$ cat src/rtl/stage_lighting_pkg.sv
// Shared encodings for the stage lighting controller: mode and spotlight
// states, spotlight one-hot output codes and small decode helpers.
package stage_lighting_pkg;

    typedef enum logic [2:0] {
        OFF     = 3'd0,
        PLAY    = 3'd1,
        MUSIC   = 3'd2,
        SPEAKER = 3'd3,
        HOUSE   = 3'd4
    } mode_t;

    typedef enum logic [1:0] {
        LEFT   = 2'd0,
        CENTER = 2'd1,
        RIGHT  = 2'd2
    } spot_t;

    localparam logic [2:0] SPO_L   = 3'b100;
    localparam logic [2:0] SPO_C   = 3'b010;
    localparam logic [2:0] SPO_R   = 3'b001;
    localparam logic [2:0] SPO_OFF = 3'b000;

    // OFF doubles as "no request": zero or several switches, or system disabled.
    function automatic mode_t decode_request(input logic sys_en, input logic pm,
                                             input logic mm, input logic sm,
                                             input logic hm);
        mode_t req;
        req = OFF;
        if (sys_en) begin
            case ({pm, mm, sm, hm})
                4'b1000: req = PLAY;
                4'b0100: req = MUSIC;
                4'b0010: req = SPEAKER;
                4'b0001: req = HOUSE;
                default: req = OFF;
            endcase
        end
        return req;
    endfunction

    function automatic logic [2:0] spot_onehot(input spot_t s);
        logic [2:0] code;
        case (s)
            LEFT:    code = SPO_L;
            CENTER:  code = SPO_C;
            RIGHT:   code = SPO_R;
            default: code = SPO_OFF;
        endcase
        return code;
    endfunction

endpackage

$ cat src/rtl/spotlight_ctrl.sv
// Three-position spotlight FSM driven by active-low touch pads.
// SPOT_DIRECT_JUMP_EN: jump straight to the target instead of stepping via CENTER.
module spotlight_ctrl
    import stage_lighting_pkg::*;
(
    input  logic       clk,
    input  logic       rst,
    input  logic       SEN,
    input  logic       TL,
    input  logic       TC,
    input  logic       TR,
    output logic [2:0] SPO
);

    spot_t spot_reg;
    spot_t spot_next;
    spot_t target;
    logic  has_target;

    // Center pad wins over left, left over right.
    always_comb begin
        has_target = 1'b1;
        target     = CENTER;
        if (!TC) begin
            target = CENTER;
        end else if (!TL) begin
            target = LEFT;
        end else if (!TR) begin
            target = RIGHT;
        end else begin
            has_target = 1'b0;
        end
    end

    always_comb begin
        spot_next = spot_reg;
        if (!SEN) begin
            spot_next = CENTER;
        end else if (has_target && (target != spot_reg)) begin
`ifdef SPOT_DIRECT_JUMP_EN
            spot_next = target;
`else
            // Any move away from an edge lands on CENTER first.
            spot_next = (spot_reg == CENTER) ? target : CENTER;
`endif
        end
    end

    always_ff @(posedge clk) begin
        if (!rst) begin
            spot_reg <= CENTER;
        end else begin
            spot_reg <= spot_next;
        end
    end

    assign SPO = SEN ? spot_onehot(spot_reg) : SPO_OFF;

endmodule

$ cat src/rtl/stage_lighting_ctrl.sv
// Stage panel controller: mode FSM for AV/house lights plus spotlight FSM.
// Optional build macro SPOT_DIRECT_JUMP_EN (see spotlight_ctrl).
module stage_lighting_ctrl
    import stage_lighting_pkg::*;
(
    input  logic       clk,
    input  logic       rst,
    input  logic       SysEN,
    input  logic       PM,
    input  logic       MM,
    input  logic       SM,
    input  logic       HM,
    input  logic       TL,
    input  logic       TC,
    input  logic       TR,
    output logic       V,
    output logic       HL,
    output logic [2:0] SPO
);

    mode_t mode_reg;
    mode_t mode_next;
    mode_t req;
    logic  v_reg;
    logic  hl_reg;
    logic  sen_reg;

    always_comb begin
        req = decode_request(SysEN, PM, MM, SM, HM);
    end

    // Leaving an active mode always lands in OFF, so switching modes
    // costs one dark cycle.
    always_comb begin
        mode_next = mode_reg;
        if (mode_reg == OFF) begin
            mode_next = req;
        end else if (req != mode_reg) begin
            mode_next = OFF;
        end
    end

    always_ff @(posedge clk) begin
        if (!rst) begin
            mode_reg <= OFF;
            v_reg    <= 1'b0;
            hl_reg   <= 1'b0;
            sen_reg  <= 1'b0;
        end else begin
            mode_reg <= mode_next;
            case (mode_next)
                PLAY: begin
                    v_reg   <= 1'b1;
                    hl_reg  <= 1'b0;
                    sen_reg <= 1'b1;
                end
                MUSIC: begin
                    v_reg   <= 1'b1;
                    hl_reg  <= 1'b0;
                    sen_reg <= 1'b0;
                end
                SPEAKER: begin
                    v_reg   <= 1'b1;
                    hl_reg  <= 1'b0;
                    sen_reg <= 1'b1;
                end
                HOUSE: begin
                    v_reg   <= 1'b0;
                    hl_reg  <= 1'b1;
                    sen_reg <= 1'b0;
                end
                default: begin
                    v_reg   <= 1'b0;
                    hl_reg  <= 1'b0;
                    sen_reg <= 1'b0;
                end
            endcase
        end
    end

    assign V  = v_reg;
    assign HL = hl_reg;

    spotlight_ctrl u_spot (
        .clk (clk),
        .rst (rst),
        .SEN (sen_reg),
        .TL  (TL),
        .TC  (TC),
        .TR  (TR),
        .SPO (SPO)
    );

endmodule

$ cat config.mk
export PLATFORM = sky130hd
export DESIGN_NAME = stage_lighting_ctrl
export DESIGN_NICKNAME = d
export VERILOG_FILES = /design/src/rtl/stage_lighting_pkg.sv /design/src/rtl/spotlight_ctrl.sv /design/src/rtl/stage_lighting_ctrl.sv
export SDC_FILE = /design/constraint.sdc
export NUM_CORES = 1
export LEC_CHECK = 0
export CAP_MARGIN = 10
export CORE_AREA = 2 2 39 41
export DETAILED_ROUTE_END_ITERATION = 7
export DIE_AREA = 0 0 41 43
export GPL_TIMING_DRIVEN = 0
export PLACE_DENSITY_LB_ADDON = 0.3
export SYNTH_ARGS = -nofsm -noshare
export SYNTH_HDL_FRONTEND = slang
export SYNTH_SLANG_ARGS = --single-unit
$ cat constraint.sdc
create_clock -name clk -period 1.7 [get_ports clk]
set_clock_uncertainty 0.1 [all_clocks]
set_input_delay 0.17 -clock clk [delete_from_list [all_inputs] [get_ports clk]]
set_output_delay 0.17 -clock clk [all_outputs]
set_load 0.05 [all_outputs]
==> metrics.log, run 1 <==
[metrics] result of the run: finished, final reports clean
[metrics] DRC violations left: 0
[metrics] number of maximum-capacitance constraint violations: 0
[metrics] Synth-to-Final Area Change: 42.8%
[metrics] routability-driven placement congestion ratio: about 0.75
[metrics] leakage power total: 0.249 nW
[metrics] worst path cell trace: and3b_1, dlygate4sd2_1
[metrics] mean cell area of the mapped netlist: between 10 and 15 sq um
[metrics] reg2reg path depth: 4
[metrics] VDD IR-drop max: around 0.00022 V
[metrics] final clock period utilization by the worst path: 97.1%
[metrics] headroom to the max-slew limit: between 60% and 70%
[metrics] instance count after placement with tap cells included: 74
[metrics] Placement Cell Area: 607 sq um
[metrics] TritonRoute pass-1 iters: 2
[metrics] setup repair after global routing missed its margin: no
[metrics] register clock-pin slew on the reported worst setup and hold paths: approximately 50 ps
[metrics] required time worst endpoint: ~1400 ps
[metrics] sequential area share after synthesis: about 36%
[metrics] post-route cell area: ~630 sq um
[metrics] count of different cell masters after synthesis: 22
[metrics] antenna violations before repair: 0
[metrics] number of levels in the clock H-tree: 1
[metrics] core footprint: 1380 sq um
[metrics] Port Buf Inserts: 14
[metrics] worst-case hold slack: 245 ps
[metrics] Setup crit start kind: flop
[metrics] violation count after the first detailed-route iteration: 1
[metrics] R2R setup slack: 330 ps
[metrics] remaining global-route overflow: 0
[metrics] crit path buf inv count: 1
[metrics] vias per cell: 5.03
[metrics] critical path data arrival time: 1380 ps
[metrics] Power Dens Cells: 618 nW/um^2
[metrics] # diodes: 0
[metrics] largest stage delay on the critical path: 520 ps
[metrics] share of post-route cells with drive strength above 1: 13.1%
[metrics] worst-path fanout max: 6
[metrics] Least-Margin Pin Slew: 487 ps
[metrics] CP Capture Type: output pin
[metrics] most used cells in the layout excluding fill and tap cells: clkdlybuf4s50_1 (9), dfxtp_1 (8), nand2b_1 (4), and3_1 (4), xnor2_1 (4)
[metrics] total die area: between 1500 and 2000 sq um
[metrics] die height: 43 microns
[metrics] via count: 387
[metrics] post-route insts no fill: 77
[metrics] combined area of all synthesized cells: around 440 sq um
[metrics] Initial Util: between 30% and 40%
[metrics] start point of the critical path: u_spot.spot_reg[1]$_SDFFE_PN0P_
[metrics] Hold WC Path Type: in2reg
[metrics] Final Core Density: ~46%
[metrics] clock tree root buffer cell: clkbuf_4
[metrics] critical path class: reg2out
[metrics] Fmax achieved: between 600 and 700 MHz
[metrics] most frequent standard cell in the layout excluding fill and tap cells: clkdlybuf4s50_1
[metrics] cts hold-fix bufs: 0
[metrics] end of the worst register-to-register path: V$_SDFF_PN0_
[metrics] setup violation total in the final timing report: 0
[metrics] DIE WIDTH: ~40 microns
[metrics] estimated wirelength of the detail-placed design: ~630 microns
[metrics] # rows: 14
[metrics] number of buffers on the longest clock path: 2
[metrics] number of routed nets with antenna violations: 0
[metrics] wire length after detailed routing: 756 microns
[metrics] post-route minimum period: around 1700 ps
[metrics] maximum number of pins on one net before global-route repair: 7
[metrics] number of cells produced by synthesis: 44
[metrics] global-route wire length before repair: 1220 microns
[metrics] number of nets in the layout: 73
[metrics] synthesized netlist net count: 54
[metrics] total routing resource utilization after global routing: 9.87%
[metrics] number of endpoints with negative hold slack in the final report: 0
[metrics] TritonCTS clock tree: built
[metrics] setup total negative slack: 0 ps
[metrics] number of flip-flops and latches in the synthesized netlist: 8
[metrics] Ports: 15
[metrics] count of cell instances traversed by the critical path: 2
[metrics] max reg flops: 3
[metrics] TritonCTS buffer count: 3
[metrics] capturing instance or port of the critical path: SPO[0]
[metrics] number of clock sinks seen by CTS: 8
[metrics] worst-skew pair later-pin latency: 240 ps
[metrics] wire length per cell: 9.82 microns
[metrics] Yosys warnings: 0
[metrics] family of cells with the greatest summed delay on the critical path: buffers and inverters
[metrics] origin of the critical flop-to-flop path: mode_reg[1]$_SDFF_PN0_
[metrics] via count of the first global-routing pass: 347
[metrics] hold path startpoint: SM
[metrics] CP max stage cell: dlygate4sd2_1
[metrics] max-slew violations: 0
[synthesized netlist by cell type (all sizes together)]
cell     n  area (sq um)
o21ai    2          10.0
nand3b   2          15.0
nor3     2          10.0
nor4b    1          15.0
dfxtp    8           160
a311oi   1          15.0
nand4bb  1          11.3
or3b     2          20.0
nand2b   4          25.0
a21oi    1          5.00
mux2i    1          10.0
nor4     3          33.8
nor3b    1          7.51
o221a    1          11.3
nor2     3          11.3
and3b    2          17.5
xnor2    4          35.0
and3     4          25.0
nand2    1          3.75
[routing by layer]
| metal | vias to the layer above | wire length [microns] | track usage (%) |
|---|---|---|---|
| met5 | - | 0 | 0 |
| met4 | 0 | 0 | 8.00 |
| met3 | 0 | 54 | 0.524 |
| met2 | 12 | 389 | 16.6 |
| met1 | 174 | 311 | 10.4 |
| li1 | 201 | - | - |
[report_power, final]
part           switching, W  internal (W)
Sequential       0.00000282      0.000191
Clock             0.0000518     0.0000799
Combinational     0.0000295     0.0000350
Total             0.0000841      0.000306
[worst reg2reg max path, delay by kind of cell (launching register included)]
family / cells / cell delay [ps]
AND/OR/NAND/NOR: 1 / 130
flip-flops: 1 / 450
AO/OA/AOI/OAI: 3 / 570
[final cells by class]
cell class | count | area (sq um)
Multi-Input combinational cell | 36 | 287
Sequential cell | 8 | 160
Tap cell | 16 | 20.0
Fill cell | 144 | 753
Timing Repair Buffer | 14 | 141
Clock buffer | 3 | 22.5
[per-stage QoR]
step	setup slack (ps)	power [W]
after floorplan	365	0.000229
after global placement	-230	0.000263
after detailed placement	-220	0.000263
after CTS	37.6	0.000398
after global routing	2.46	0.000407
final	49.1	0.000390
[worst min-delay path by stage]
stage,endpoint,slack (ps),depth (start not counted)
finish,mode_reg[2]$_SDFF_PN0_,250,3
global route,mode_reg[2]$_SDFF_PN0_,270,3
CTS,mode_reg[2]$_SDFF_PN0_,450,1
detailed placement,HL$_SDFF_PN0_,430,1
global placement,mode_reg[2]$_SDFF_PN0_,440,1
floorplan,mode_reg[1]$_SDFF_PN0_,210,2
[repair_timing]
item	CTS	global route
setup endpoints to repair	3	1
setup buffers	0	0
hold endpoints to repair	0	0
resized for setup	3	2
pin swaps	0	0
[cell families after synthesis]
| kind of cell | count (synthesis) | share of synthesized area [%] |
|---|---|---|
| xor gates and xnor gates | 4 | 7.93 |
| DFF | 8 | 36.3 |
| muxes | 1 | 2.27 |
| AOI/OAI and AO/OA | 5 | 9.34 |
| and+or+nand+nor | 26 | 44.2 |
Note: power is estimated with default switching activity, not from simulation.
==> inputs of run 2 (changes only) <==
- MAX_ROUTING_LAYER: unset -> met4
==> results of run 2 <==
No change in the layout: final DEF, timing and power equal those of run 1.
Among the figures that moved: final weighted congestion in routability-driven placement 0.749 -> 0.759; overall routing resource usage 9.87% -> 10.1%
==> inputs of run 3 (changes only) <==
- SETUP_SLACK_MARGIN: unset -> 0.4
==> run 3 against run 2 <==
Net effect: power up 2.1%; clock power up 4%; register-to-register slack better by 120 ps; design area up 5.6%; first-iteration DRC count rose to 3.0 times the previous value; utilization up 2.5 points; critical path depth unchanged; die area unchanged; sequential share of layout area about the same; sequential power about the same.
==> metrics.log, run 3 (synthesis gave the netlist of run 1 again) <==
[metrics] Port Buf Inserts: 14 (unchanged)
[metrics] Final Core Density: 48.1% (+2.5 points)
[metrics] total die area: 1760 sq um (unchanged)
[metrics] register clock-pin slew on the reported worst setup and hold paths: 50 ps (about the same)
[metrics] number of maximum-capacitance constraint violations: 0 (unchanged)
[metrics] count of filler cells inserted in the layout: 134 (-6.9%)
[metrics] reg2reg path depth: 4 (unchanged)
[metrics] critical path data arrival time: 980 ps (-400 ps)
[metrics] wire length after detailed routing: 900 microns (+19%)
[metrics] number of clock sinks seen by CTS: 8 (unchanged)
[metrics] # rows: 14 (unchanged)
[metrics] Initial Util: 31.9% (unchanged)
[metrics] number of endpoints with negative hold slack in the final report: 0 (unchanged)
[metrics] capture endpoint of the worst hold path: mode_reg[1]$_SDFF_PN0_
[metrics] Routed met1 length: 375 microns (+21%)
[metrics] DIE WIDTH: 41 microns (unchanged)
[metrics] top routing layer used: met3
[metrics] worst-skew pair later-pin latency: 240 ps (about the same)
[metrics] die height: 43 microns (unchanged)
[metrics] end of the worst register-to-register path: V$_SDFF_PN0_
[metrics] VDD IR-drop max: 0.000196 V (-9.0%)
[metrics] detailed-routed wire length on met2: 477 microns (+23%)
[metrics] Setup crit start kind: flop
[metrics] number of levels in the clock H-tree: 1 (unchanged)
[metrics] worst-path fanout max: 6 (unchanged)
[metrics] critical path class: reg2out
[metrics] total chip power: 0.000398 W (+2.1%)
[metrics] vias per cell: 5.16 (+2.7%)
[metrics] setup repair after global routing missed its margin: no
[metrics] max reg flops: 3 (unchanged)
[metrics] R2R setup slack: 450 ps (+120 ps)
[metrics] final clock period utilization by the worst path: 73.6% (-24 points)
[metrics] number of routed nets with antenna violations: 0 (unchanged)
[metrics] area used by multi-input combinational logic: 310 sq um (+8.3%)
[metrics] Hold WC Path Type: in2reg
[metrics] total length of routed met3 wires: 46 microns (-15%)
[metrics] total routing resource utilization after global routing: roughly an eighth
[metrics] leakage power total: 0.254 nW (+2.0%)
[metrics] register area: 169 sq um (+5.5%)
[metrics] Least-Margin Pin Slew: 321 ps (-166 ps)
[metrics] share of post-route cells with drive strength above 1: 37.5% (+24 points)
[metrics] required time worst endpoint: 1430 ps (about the same)
[metrics] global-route wire length before repair: 1370 microns (+12%)
[metrics] estimated wirelength of the detail-placed design: 639 microns (+1.2%)
[metrics] worst-case hold slack: 189 ps (-55.6 ps)
[metrics] hold path startpoint: PM
[metrics] result of the run: finished, final reports clean
[metrics] core footprint: 1380 sq um (unchanged)
[metrics] Power Dens Cells: 598 nW/um^2 (-3.3%)
[metrics] TritonCTS clock tree: built
[metrics] CP Capture Type: output pin
[metrics] antenna violations before repair: 0 (unchanged)
[metrics] wire length per cell: 11.3 microns (+15%)
[metrics] hold path cells: 4 (+1)
[metrics] via count: 413 (+6.7%)
[metrics] max-slew violations: 0 (unchanged)
[metrics] TritonCTS buffer count: 3 (unchanged)
[metrics] clock tree root buffer cell: clkbuf_4
[metrics] violation count after the first detailed-route iteration: 3 (+2)
[metrics] # diodes: 0 (unchanged)
[metrics] Synth-to-Final Area Change: 50.7%
[metrics] Ports: 15 (unchanged)
[metrics] most used cells in the layout excluding fill and tap cells: dfxtp_1 (5), buf_4 (5), and3_1 (4), xnor2_1 (4), clkdlybuf4s50_1 (4)
[metrics] routability-driven placement congestion ratio: 0.762
[metrics] number of nets in the layout: 76 (+4.1%)
[metrics] DRC violations left: 0 (unchanged)
[metrics] remaining global-route overflow: 0 (unchanged)
[metrics] origin of the critical flop-to-flop path: mode_reg[1]$_SDFF_PN0_
[metrics] setup violation total in the final timing report: 0 (unchanged)
[metrics] via count of the first global-routing pass: 383 (+10%)
[metrics] Fmax achieved: 799 MHz (+32%)
[metrics] number of buffers on the longest clock path: 2 (unchanged)
[metrics] TritonRoute pass-1 iters: 4 (+2)
[metrics] headroom to the max-slew limit: 78.4% (+11 points)
[metrics] post-route minimum period: 1250 ps (-400 ps)
[metrics] maximum number of pins on one net before global-route repair: 7 (unchanged)
==> run 3: repair_timing <==
| action | in CTS | in global routing |
|---|---|---|
| hold buffers | 0 | 0 |
| endpoints found under the setup margin | 9 | 6 |
| buffers inserted | 3 | 0 |
| resized for setup | 41 | 7 |
| pin swaps | 5 | 3 |
==> run 3: power breakdown <==
| part | switching [W] | total (W) | leakage, nW | internal (W) |
|---|---|---|---|---|
| sequential | 0.00000251 | 0.000191 | 0.0658 | 0.000188 |
| combinational | 0.0000348 | 0.0000710 | 0.174 | 0.0000362 |
| clock | 0.0000564 | 0.000137 | 0.0138 | 0.0000802 |
| total | 0.0000937 | 0.000398 | 0.254 | 0.000305 |
==> run 3: worst max-delay path by stage <==
stage	cells past startpoint	to	slack, ps	from
finish	2	SPO[1]	450	u_spot.spot_reg[1]$_SDFFE_PN0P_
global route	3	mode_reg[0]$_SDFF_PN0_	400	mode_reg[0]$_SDFF_PN0_
CTS	2	SPO[0]	370	u_spot.spot_reg[0]$_SDFFE_PN1P_
detailed placement	5	V$_SDFF_PN0_	-200	PM
global placement	5	V$_SDFF_PN0_	-210	PM
floorplan	4	V$_SDFF_PN0_	370	SM
==> run 3: layout make-up <==
| type | count | area share (%) |
|---|---|---|
| clock buffers | 3 | 3.38 |
| multi-input cells | 36 | 46.6 |
| flip-flops and latches | 8 | 25.4 |
| well taps | 16 | 3.01 |
| repair buffers | 17 | 21.6 |
==> run 3: metal layers <==
layer	GRT usage, %	vias up
met5	-	-
met4	10.0	0
met3	0	0
met2	19.4	12
met1	11.7	194
li1	-	207
==> run 3: through the flow <==
| step | cell area, sq um | instances | setup TNS (ps) | setup slack, ps |
|---|---|---|---|---|
| floorplan | 447 | 44 | 0 | 375 |
| global placement | 607 | 74 | -411 | -215 |
| detailed placement | 607 | 74 | -429 | -203 |
| CTS | 639 | 80 | 0 | 370 |
| global route | 666 | 80 | 0 | 402 |
| finish | 666 | 80 | 0 | 449 |
==> run 3: worst max-delay path, cell delays in order (launching register included) <==
cell and delay (ps):
dfxtp_4 360, and3b_1 220, buf_6 160
